<file path="src/rtl/mem_arb_pkg.sv">
// rtl/mem_arb_pkg.sv - shared types and constants for the memory port arbiter
package mem_arb_pkg;

  typedef enum logic [1:0] {
    OWN_IDLE,
    OWN_C,
    OWN_L,
    OWN_L_BURST
  } owner_e;

  typedef struct packed {
    logic valid;
    logic owner;
  } rd_tag_t;

  localparam logic        TAG_C          = 1'b0;
  localparam logic        TAG_L          = 1'b1;
  localparam logic [15:0] PROG_REGION_HI = 16'h0001;

endpackage

</file>
<file path="src/rtl/arb_grant_logic.sv">
// rtl/arb_grant_logic.sv - combinational grant decision between CPU (C) and loader (L)
module arb_grant_logic
  import mem_arb_pkg::*;
#(
  parameter int STARVE_LIMIT = 4,
  parameter int MAX_BURST    = 16
) (
  input  owner_e      owner_i,
  input  logic        req_c_i,
  input  logic        req_l_i,
  input  logic [7:0]  burst_cnt_i,
  input  logic [3:0]  starve_cnt_i,
  output logic        grant_c_o,
  output logic        grant_l_o
);

  always_comb begin
    grant_c_o = 1'b0;
    grant_l_o = 1'b0;
    if (owner_i == OWN_L_BURST && req_l_i && burst_cnt_i < 8'(MAX_BURST)) begin
      grant_l_o = 1'b1;
    end else if (req_c_i && req_l_i && starve_cnt_i == 4'(STARVE_LIMIT)) begin
      grant_l_o = 1'b1;
    end else if (req_c_i) begin
      grant_c_o = 1'b1;
    end else if (req_l_i) begin
      grant_l_o = 1'b1;
    end
  end

endmodule

</file>
<file path="src/rtl/mem_port_arbiter.sv">
// rtl/mem_port_arbiter.sv - shares memory port b between CPU and loader; optional ARB_REGION_GUARD_EN
module mem_port_arbiter
  import mem_arb_pkg::*;
#(
  parameter int ADDR_W       = 32,
  parameter int STARVE_LIMIT = 4,
  parameter int MAX_BURST    = 16
) (
  input  logic              clk,
  input  logic              rst,
  input  logic              c_rea,
  input  logic              c_wea,
  input  logic [ADDR_W-1:0] c_addr,
  input  logic [31:0]       c_din,
  input  logic [3:0]        c_wen,
  input  logic [2:0]        c_storecntrl,
  output logic              c_hold,
  output logic              c_rvalid,
  output logic [31:0]       c_dout,
  input  logic              l_rea,
  input  logic              l_wea,
  input  logic [ADDR_W-1:0] l_addr,
  input  logic [31:0]       l_din,
  input  logic [3:0]        l_wen,
  input  logic              l_lock,
  output logic              l_ack,
  output logic              l_rvalid,
  output logic [31:0]       l_dout,
  output logic              m_en,
  output logic [3:0]        m_wen,
  output logic [ADDR_W-1:0] m_addr,
  output logic [31:0]       m_din,
  output logic [2:0]        m_storecntrl,
  input  logic [31:0]       m_dout
`ifdef ARB_REGION_GUARD_EN
  ,
  output logic              l_guard_err
`endif
);

  owner_e     owner_q, owner_d;
  logic [7:0] burst_cnt_q, burst_cnt_d;
  logic [3:0] starve_cnt_q, starve_cnt_d;
  rd_tag_t    rd_tag_q, rd_tag_d;
  logic       req_c, req_l, grant_c, grant_l, guard_hit;

  assign req_c = c_rea | c_wea;
  assign req_l = l_rea | l_wea;

  // No grant may be issued while reset is held, even with requests present.
  arb_grant_logic #(
    .STARVE_LIMIT (STARVE_LIMIT),
    .MAX_BURST    (MAX_BURST)
  ) u_grant (
    .owner_i      (owner_q),
    .req_c_i      (req_c & rst),
    .req_l_i      (req_l & rst),
    .burst_cnt_i  (burst_cnt_q),
    .starve_cnt_i (starve_cnt_q),
    .grant_c_o    (grant_c),
    .grant_l_o    (grant_l)
  );

  assign c_hold = req_c & ~grant_c;
  assign l_ack  = grant_l;

`ifdef ARB_REGION_GUARD_EN
  logic l_guard_err_q;
  assign guard_hit   = grant_l & l_wea & (l_addr[31:16] != PROG_REGION_HI);
  assign l_guard_err = l_guard_err_q;
  always_ff @(posedge clk or negedge rst) begin
    if (!rst) l_guard_err_q <= 1'b0;
    else if (guard_hit) l_guard_err_q <= 1'b1;
  end
`else
  assign guard_hit = 1'b0;
`endif

  always_comb begin
    m_en         = 1'b0;
    m_wen        = '0;
    m_addr       = '0;
    m_din        = '0;
    m_storecntrl = '0;
    if (grant_c) begin
      m_en         = 1'b1;
      m_wen        = c_wea ? c_wen : 4'b0000;
      m_addr       = c_addr;
      m_din        = c_din;
      m_storecntrl = c_storecntrl;
    end else if (grant_l && !guard_hit) begin
      m_en         = 1'b1;
      m_wen        = l_wea ? l_wen : 4'b0000;
      m_addr       = l_addr;
      m_din        = l_din;
    end
  end

  always_comb begin
    owner_d = OWN_IDLE;
    if (grant_l) owner_d = l_lock ? OWN_L_BURST : OWN_L;
    else if (grant_c) owner_d = OWN_C;

    // The grant that opens a burst counts as its first locked grant.
    burst_cnt_d = '0;
    if (grant_l && l_lock) begin
      if (owner_q != OWN_L_BURST) burst_cnt_d = 8'd1;
      else if (burst_cnt_q >= 8'(MAX_BURST)) burst_cnt_d = '0;
      else burst_cnt_d = burst_cnt_q + 8'd1;
    end

    starve_cnt_d = starve_cnt_q;
    if (grant_l) starve_cnt_d = '0;
    else if (grant_c && req_l && starve_cnt_q != 4'(STARVE_LIMIT))
      starve_cnt_d = starve_cnt_q + 4'd1;

    rd_tag_d.valid = (grant_c & c_rea & ~c_wea) | (grant_l & l_rea & ~l_wea);
    rd_tag_d.owner = grant_l ? TAG_L : TAG_C;
  end

  always_ff @(posedge clk or negedge rst) begin
    if (!rst) begin
      owner_q      <= OWN_IDLE;
      burst_cnt_q  <= '0;
      starve_cnt_q <= '0;
      rd_tag_q     <= '0;
    end else begin
      owner_q      <= owner_d;
      burst_cnt_q  <= burst_cnt_d;
      starve_cnt_q <= starve_cnt_d;
      rd_tag_q     <= rd_tag_d;
    end
  end

  assign c_rvalid = rd_tag_q.valid & (rd_tag_q.owner == TAG_C);
  assign l_rvalid = rd_tag_q.valid & (rd_tag_q.owner == TAG_L);
  assign c_dout   = c_rvalid ? m_dout : 32'h0;
  assign l_dout   = l_rvalid ? m_dout : 32'h0;

endmodule
</file>
<file path="config.mk">
export PLATFORM = sky130hd
export DESIGN_NAME = mem_port_arbiter
export DESIGN_NICKNAME = d
export VERILOG_FILES = /design/src/rtl/mem_arb_pkg.sv /design/src/rtl/arb_grant_logic.sv /design/src/rtl/mem_port_arbiter.sv
export SDC_FILE = /design/constraint.sdc
export NUM_CORES = 1
export LEC_CHECK = 0
export CORE_AREA = 4 4 120 122
export CTS_CLUSTER_DIAMETER = 40
export CTS_CLUSTER_SIZE = 14
export DETAILED_ROUTE_END_ITERATION = 12
export DIE_AREA = 0 0 124 126
export GPL_TIMING_DRIVEN = 1
export PLACE_DENSITY = 0.64
export SLEW_MARGIN = 20
export SYNTH_ARGS = -nofsm -noshare
export SYNTH_HDL_FRONTEND = slang
export SYNTH_SLANG_ARGS = --single-unit
</file>
<file path="constraint.sdc">
create_clock -name clk -period 2.5 [get_ports clk]
set_clock_uncertainty 0.1 [all_clocks]
set_input_delay 0.5 -clock clk [delete_from_list [all_inputs] [get_ports clk]]
set_output_delay 0.5 -clock clk [all_outputs]
set_load 0.02 [all_outputs]
</file>
==> results.json, run 1 <==
{
  "synth_edf_count": 0,
  "ant_nets": 0,
  "status": "finished with violations",
  "dr.first_iter.drc_count": 132,
  "avgSynthCellArea_um2": 8.135,
  "vias_per_cell": 4.412,
  "violations": "negative setup slack",
  "drc": 0,
  "synth_flop_cell": "dfrtp_1",
  "numPortBuffers": 317,
  "min-delay-path-class": "flop to flop",
  "cts_hold_buf": 0,
  "switching_share_pct": 34.64,
  "clockBufferDepth": 2,
  "synth_seq_cells": 15,
  "cts_tree": "yes",
  "fin_ws_ps": -277.8,
  "slowest_stage": "or4_4",
  "cts_made_buffers": 3,
  "place_ws_ps": -685.3,
  "drv_slew": 0,
  "cp_data_arrival_time_ps": 2180,
  "p_per_area_mw_per_mm2": 311.9,
  "cap_violations": 0,
  "avgRoutedWirePerCell_um": 19.39,
  "ys_top_cells_by_count": "a22o_1, and2_1, and3_1, dfrtp_1, clkbuf_1",
  "fmax_mhz": 360.0,
  "p_clk_share_pct": 17.1,
  "cts_root_buf": "clkbuf_16",
  "ys_top_cells_by_area": "a22o_1, dfrtp_1, and2_1, and3_1, a32o_1",
  "fp-row-count": 42,
  "power_frac_comb_pct": 66.7,
  "tns_ps": -17090,
  "clkSinkCount": 15,
  "setup_viol": 72,
  "cp.required_ps": 1900,
  "yosys.area.top_type_share_pct": 29.57,
  "setup.worst_path.end_class": "output pin",
  "die_y_um": 126,
  "peakVddDrop_uv": 550.0,
  "slowest_delay_ps": 570,
  "seq_power_share_pct": 16.2,
  "cts.clk_slew.worst_paths_ps": 50,
  "die-area_mm2": 0.01562,
  "crit_chain": "or4_4 > o221ai_4 > and2_2 > buf_6 > a22o_1 > buf_2",
  "synth_cell_types": 31,
  "antenna_found_initial": 0,
  "finalHoldViolCount": 0,
  "period_needed_ps": 2778,
  "dp_hpwl_mm": 11.30,
  "dieWidth_um": 124,
  "gp_congestion": 0.8924,
  "critical_path_peak_fanout": 8,
  "synth_top_cell_by_area": "a22o_1",
  "min_period_over_period_pct": 111.1,
  "grt_pass1_vias": 3389,
  "htree_num_levels": 1,
  "pin_count": 318,
  "p_sw_uw": 617.3,
  "clk-insertion-delay-late_ps": 240,
  "syn_inst": 233,
  "syn_area_mm2": 0.001896,
  "coreArea_mm2": 0.01319,
  "yosysWarnings": 0,
  "diodes": 0,
  "vias": 3278,
  "grt_max_degree": 35,
  "rsz0062_at_grt": "yes",
  "first_pass_iters": 4,
  "area_growth_pct": 201.5,
  "grt-ovfl-total": 0,
  "leakagePower_nw": 2.713,
  "grt_use_total_pct": 16.24,
  "crit_buf_inv": 2,
  "start_kind": "flop",
  "power.total_mw": 1.782,
  "yosysMostFrequentCell": "a22o_1",
  "start_util_pct": 14.37,
  "grt_pass1_wl_mm": 20.09,
  "p_int_mw": 1.165,
  "crit_family": "simple AND/OR/NAND/NOR gates",
  "fin_nets": 750,
  "ys_seq_area_share_pct": 19.80,
  "critPathKind": "flop to output pin",
  "routed_wl_mm": 14.41,
  "synth-async-reset-ratio_pct": 100.0,
  "layout-drive-gt1-share_pct": 22.40
}
[power groups by stage]
stage	logic (mW)	registers, mW	clock network (mW)
after floorplan	0.423	0.297	0
after global placement	1.09	0.290	0
after detailed placement	1.11	0.294	0
after CTS	1.15	0.290	0.310
after global routing	1.26	0.293	0.325
final	1.19	0.290	0.305
[area by class of cell]
class	instances	area, µm²
clock inverter	1	5.005
inverter	8	30.03
tap	176	220.2
timing repair buffer	351	3575
multi-input combinational	189	1434
clock buffer	3	75.07
sequential	15	375.4
fill	1283	7476
[timing repair]
| item | 4_1_cts | 5_1_grt |
|---|---|---|
| pin swaps | 4 | 26 |
| cloned | 3 | 6 |
| gates resized for setup | 402 | 69 |
| setup buffers | 3 | 1 |
| setup endpoints to repair | 106 | 74 |
[sequential cells by signal, indices dropped and copies added, names as in the netlist]
| name | cells |
|---|---|
| starve_cnt_q | 4 |
| burst_cnt_q | 8 |
| owner_q | 2 |
| rd_tag_q | 1 |
[per-layer routing]
layer	vias up	track usage [%]	wire length, µm
met5	-	0	0
met4	0	2.126	180
met3	14	3.184	1284
met2	182	30.99	7569
met1	1532	18.85	5374
li1	1550	-	-
[worst paths after layout]
path | slack, ps | to | depth (start not counted) | start
min in group asynchronous | 600 | starve_cnt_q[0] | 2 | rst
setup / recovery | -280 | m_din[15] | 6 | burst_cnt_q[7]
max in group asynchronous | 1560 | starve_cnt_q[3] | 2 | rst
setup reg to reg | 380 | rd_tag_q[1] | 6 | burst_cnt_q[7]
hold / removal | 440 | burst_cnt_q[4] | 2 | burst_cnt_q[3]
hold reg to reg | 440 | burst_cnt_q[4] | 2 | burst_cnt_q[3]
[layout by cell type, fill, tap and decap left out, drive strengths merged, types with 8 or more instances in the layout]
cell type        n
clkdlybuf4s50  211
buf            103
a22o            64
and2            39
and3            33
dlygate4sd2     32
dfrtp           15
inv              8
nor2             8
clkbuf           8
[stage by stage]
stage | hold WS, ps | utilization, % | instances | instance area (µm²)
after global routing | 483.1 | 43.32 | 743 | 5714
after floorplan | 104.4 | - | 235 | 1903
after CTS | 449.6 | 42.45 | 736 | 5599
after global placement | 429.9 | 40.80 | 726 | 5381
after detailed placement | 438.2 | 40.80 | 726 | 5381
final | 442.9 | 43.32 | 743 | 5714
[tightest hold or removal path: cells and delay by family (launching register included)]
family           cells  cell delay, ps
flip-flops           1             380
AND/OR/NAND/NOR      2             120
[kinds of logic (layout without fill, tap and decap cells)]
kind of cell | count (synthesis) | after routing | share of synthesized area, %
buffers and inverters | 32 | 363 | 8.317
xor gates and xnor gates | 2 | 2 | 0.9243
adders and majority gates | 4 | 4 | 2.640
AOI/OAI and AO/OA | 84 | 84 | 38.15
other | 1 | 3 | 0.1978
DFF | 15 | 15 | 19.80
and+or+nand+nor | 95 | 96 | 29.97
No activity file was read; power rests on OpenSTA's default activity.
==> inputs of run 2 (changes only) <==
==> constraint.sdc (replaced) <==
create_clock -name clk -period 2.5 [get_ports clk]
set_clock_uncertainty 0.1 [all_clocks]
set_input_delay 0.75 -clock clk [delete_from_list [all_inputs] [get_ports clk]]
set_output_delay 0.75 -clock clk [all_outputs]
set_load 0.02 [all_outputs]
==> results.json, run 2 (synthesis gave the netlist of run 1 again) <==
{
  "layout-drive-gt1-share_pct": 41.48,
  "cts_made_buffers": 3,
  "fmax_mhz": 330.2,
  "dp_hpwl_mm": 13.24,
  "fp-row-count": 42,
  "ant_nets": 0,
  "diodes": 0,
  "placed_cells": 733,
  "layout_common_cells": "clkdlybuf4s50_1, buf_6, buf_4",
  "crit_chain": "or4_4 > o221ai_4 > buf_4 > and3_4 > buf_4 > a32o_1 > buf_4",
  "cts_root_buf": "clkbuf_16",
  "fin_nets": 764,
  "start_kind": "flop",
  "setup.worst_path.end_class": "output pin",
  "setup_viol": 73,
  "finalHoldViolCount": 0,
  "cts_tree": "yes",
  "die-area_mm2": 0.01562,
  "utilization_pct": 45.46,
  "htree_num_levels": 1,
  "place_ws_ps": -1210,
  "cpMostUsedCell": "buf_4",
  "min_period_over_period_pct": 121.1,
  "gp_congestion": 0.9490,
  "critical_path_peak_fanout": 6,
  "power.total_mw": 1.892,
  "numPortBuffers": 317,
  "largest_reg_flops": 8,
  "period_needed_ps": 3028,
  "holdWs_ps": 379.5,
  "fin_cells": 757,
  "area_growth_pct": 216.3,
  "clkSinkCount": 15,
  "dr.first_iter.drc_count": 123,
  "r2r_start": "burst_cnt_q[7]",
  "fin_ws_ps": -528.3,
  "cts.clk_slew.worst_paths_ps": 50,
  "slowest_delay_ps": 580,
  "routed_wl_mm": 16.12,
  "cp.required_ps": 1650,
  "first_pass_iters": 4,
  "vias": 3343,
  "grt_pass1_wl_mm": 21.94,
  "min-delay-path-class": "primary input to async pin",
  "p_per_area_mw_per_mm2": 315.5,
  "dieWidth_um": 124,
  "violations": "negative setup slack",
  "vias_per_cell": 4.416,
  "start_util_pct": 14.37,
  "largestRegisters": "burst_cnt_q x8, starve_cnt_q x4, owner_q x2",
  "leakagePower_nw": 2.926,
  "clockBufferDepth": 2,
  "drc": 0,
  "fillCellCount": 1263,
  "pin_count": 318,
  "grt_use_total_pct": 18.63,
  "cap_violations": 0,
  "antenna_found_initial": 2,
  "grt_max_degree": 35,
  "critPathKind": "flop to output pin",
  "die_y_um": 126,
  "status": "finished with violations",
  "coreArea_mm2": 0.01319,
  "clk-insertion-delay-late_ps": 240,
  "cp_data_arrival_time_ps": 2180,
  "grt-ovfl-total": 0,
  "peakVddDrop_uv": 229.8,
  "layout_commonest_cell": "clkdlybuf4s50_1",
  "drv_slew": 0,
  "cts_hold_buf": 0,
  "slowest_stage": "or4_4",
  "rsz0062_at_grt": "yes",
  "largest_register": "burst_cnt_q",
  "grt_pass1_vias": 3534,
  "avgRoutedWirePerCell_um": 21.30,
  "cp-startpoint": "burst_cnt_q[7]"
}
==> run 2: area by class of cell <==
type | count | area [µm²] | area share, %
Tap cell | 176 | 220.2 | 3.673
Timing Repair Buffer | 366 | 3595 | 59.95
Multi-Input combinational cell | 188 | 1697 | 28.30
Sequential cell | 15 | 375.4 | 6.260
Inverter | 8 | 30.03 | 0.5008
Clock buffer | 4 | 78.83 | 1.315
==> run 2: metrics by stage <==
stage | cell area (µm²) | TNS (ps)
4_1_cts | 6068 | -36040
3_3_place_gp | 5657 | -98730
2_1_floorplan | 2166 | -8977
6_report | 5996 | -32790
5_1_grt | 5996 | -38590
3_5_place_dp | 5657 | -100220
==> run 2: worst max-delay path: cells and delay by family, from the launching register on <==
| family | cells | cell delay [ps] |
|---|---|---|
| AND/OR/NAND/NOR | 2 | 780 |
| buffers and inverters | 3 | 450 |
| flip-flops | 1 | 350 |
| AO/OA/AOI/OAI | 2 | 350 |
==> run 2: repair_timing <==
item | in CTS | in global routing
setup endpoints to repair | 134 | 111
cloned | 5 | 4
buffers inserted | 10 | 7
pin swaps | 17 | 12
gates resized for setup | 638 | 57
==> run 2: final timing paths <==
path | to | slack, ps | depth (start not counted)
max reg2reg | rd_tag_q[1] | 480 | 7
max | m_wen[0] | -530 | 7
max in group asynchronous | burst_cnt_q[5] | 1710 | 3
min | owner_q[1] | 380 | 2
min reg2reg | burst_cnt_q[4] | 460 | 2
min in group clk | burst_cnt_q[4] | 460 | 2
==> run 2: power breakdown <==
part,leakage [nW],internal [mW],switching (mW)
combinational,2.70,0.753,0.544
clock,0.0382,0.215,0.0899
sequential,0.192,0.274,0.0155
==> run 2: layer usage <==
layer  routed length, µm  track usage [%]  share of wire (%)
met4                  57            1.289               0.35
met5                  17                0               0.11
met2                8182            34.58                 51
met3                1636            5.336                 10
met1                6228            21.93                 39
==> inputs of run 3 (changes only) <==
CELL_PAD_IN_SITES_DETAIL_PLACEMENT = 0   (was unset)
CELL_PAD_IN_SITES_GLOBAL_PLACEMENT = 1   (was unset)
CORE_AREA = unset   (was 4 4 120 122)
CORE_ASPECT_RATIO = 0.9   (was unset)
CORE_MARGIN = 4   (was unset)
CORE_UTILIZATION = 13   (was unset)
DIE_AREA = unset   (was 0 0 124 126)
GPL_ROUTABILITY_DRIVEN = 0   (was unset)
PLACE_DENSITY = 0.91   (was 0.64)
==> results.json, run 3 (synthesis gave the netlist of run 1 again) <==
{
  "critical_path_peak_fanout": 8,
  "vias_per_cell": 4.330,
  "utilization_pct": 42.82,
  "cts_made_buffers": 3,
  "numPortBuffers": 317,
  "antenna_found_initial": 0,
  "cts_tree": "yes",
  "fmax_mhz": 330.1,
  "cts_root_buf": "clkbuf_16",
  "crit_buf_inv": 5,
  "first_pass_iters": 4,
  "rsz0062_at_grt": "yes",
  "fp-row-count": 41,
  "htree_num_levels": 1,
  "coreArea_mm2": 0.01416,
  "p_per_area_mw_per_mm2": 317.6,
  "cts_hold_buf": 0,
  "layout_commonest_cell": "clkdlybuf4s50_1",
  "r2r_setup_slack_ps": 510,
  "leakagePower_nw": 2.962,
  "tns_ps": -35670,
  "grt_max_degree": 35,
  "period_needed_ps": 3029,
  "diodes": 0,
  "die-area_mm2": 0.01658,
  "setup_viol": 73,
  "peakVddDrop_uv": 216.9,
  "pin_count": 318,
  "die_y_um": 122.6,
  "routed_wl_mm": 14.34,
  "area_growth_pct": 219.8,
  "slowest_delay_ps": 250,
  "grt_pass1_vias": 3691,
  "slowest_stage": "a22o_4",
  "clkSinkCount": 15,
  "critPathKind": "primary input to output pin",
  "setup.worst_path.end_class": "output pin",
  "holdWs_ps": 351.7,
  "layout-drive-gt1-share_pct": 41.77,
  "dieWidth_um": 135.3,
  "largest_reg_flops": 8,
  "finalHoldViolCount": 0,
  "min_period_over_period_pct": 121.2,
  "largest_register": "burst_cnt_q",
  "fin_ws_ps": -529.2,
  "avgRoutedWirePerCell_um": 18.34,
  "fin_nets": 772,
  "min-delay-path-class": "primary input to async pin",
  "design_area_mm2": 0.006062,
  "cp_data_arrival_time_ps": 2180,
  "dr.first_iter.drc_count": 111,
  "largestRegisters": "burst_cnt_q x8, starve_cnt_q x4, owner_q x2",
  "layout_common_cells": "clkdlybuf4s50_1, buf_6, buf_2",
  "placed_cell_area_mm2": 0.005791,
  "crit_chain": "clkdlybuf4s15_1 > nor2_2 > buf_4 > nor2b_2 > and2_4 > buf_4 > buf_8 > a22o_4 > buf_6",
  "clockBufferDepth": 2,
  "grt_pass1_wl_mm": 19.97,
  "grt_use_total_pct": 15.20,
  "dp_hpwl_mm": 11.46,
  "cp.required_ps": 1650,
  "start_kind": "primary input",
  "status": "finished with violations",
  "drv_slew": 0,
  "cap_violations": 0,
  "crit_family": "buffers and inverters",
  "ant_nets": 0,
  "violations": "negative setup slack",
  "cts.clk_slew.worst_paths_ps": 50,
  "clk-insertion-delay-late_ps": 250,
  "start_util_pct": 13.39,
  "cpMostUsedCell": "buf_4",
  "drc": 0,
  "grt-ovfl-total": 0,
  "vias": 3386
}
==> run 3: cell count changes in the layout (fill, tap and decap cells not counted), moves of 3 or more <==
cell | previous run | this run
buf_8 | 4 | 9
clkbuf_16 | 7 | 4
buf_6 | 76 | 83
buf_4 | 38 | 28
clkdlybuf4s15_2 | 11 | 8
buf_2 | 34 | 43
==> run 3: report_power, final <==
group | leakage [nW] | internal (mW) | total [mW] | switching, mW
registers | 0.192 | 0.274 | 0.295 | 0.0212
clock network | 0.0409 | 0.214 | 0.320 | 0.106
logic | 2.73 | 0.769 | 1.31 | 0.542
==> run 3: worst paths after layout <==
kind / start / end / cells after the start
setup / recovery: l_rea / m_addr[24] / 9
hold / removal: rst / owner_q[1] / 2
setup reg to reg: starve_cnt_q[0] / starve_cnt_q[0] / 9
hold reg to reg: starve_cnt_q[2] / starve_cnt_q[2] / 1
max in group asynchronous: rst / burst_cnt_q[1] / 2
min in group clk: starve_cnt_q[2] / starve_cnt_q[2] / 1
==> run 3: worst reg2reg max path, stage by stage, from the launching register on <==
cell      delay [ps]
dfrtp_1          350
inv_1             60
ha_1             190
nand3b_1         210
o221ai_4         170
buf_4            160
buf_6            110
buf_4            140
or3_1            340
o21ai_0           80
==> run 3: metrics by stage <==
stage	worst slack (ps)	power, mW	instances
floorplan	-143.4	0.7759	235
global placement	-1107	1.461	762
detailed placement	-1147	1.481	762
CTS	-559.1	1.938	781
global route	-607.4	2.026	782
finish	-529.2	1.925	782
==> run 3: cell type report <==
| class | instances | area (µm²) |
|---|---|---|
| Tap cell | 193 | 241.5 |
| Multi-Input combinational cell | 189 | 1700 |
| Timing Repair Buffer | 373 | 3635 |
| Clock buffer | 3 | 75.07 |
| Fill cell | 1377 | 8097 |
| Sequential cell | 15 | 375.4 |
| Inverter | 8 | 30.03 |
| Clock inverter | 1 | 5.005 |
==> run 3: routing by layer <==
layer  routed length, µm  global-route usage [%]  vias up
li1                    -                       -     1595
met1                4968                   16.24     1571
met2                7892                   30.13      205
met3                1287                   3.975       15
met4                 194                   2.708        0
met5                   0                       0        -
==> run 3: timing repair <==
item / 4_1_cts / 5_1_grt
endpoints found under the setup margin: 140 / 119
setup buffers: 10 / 5
pin swaps: 22 / 19
gates cloned: 5 / 2
resized for setup: 673 / 75
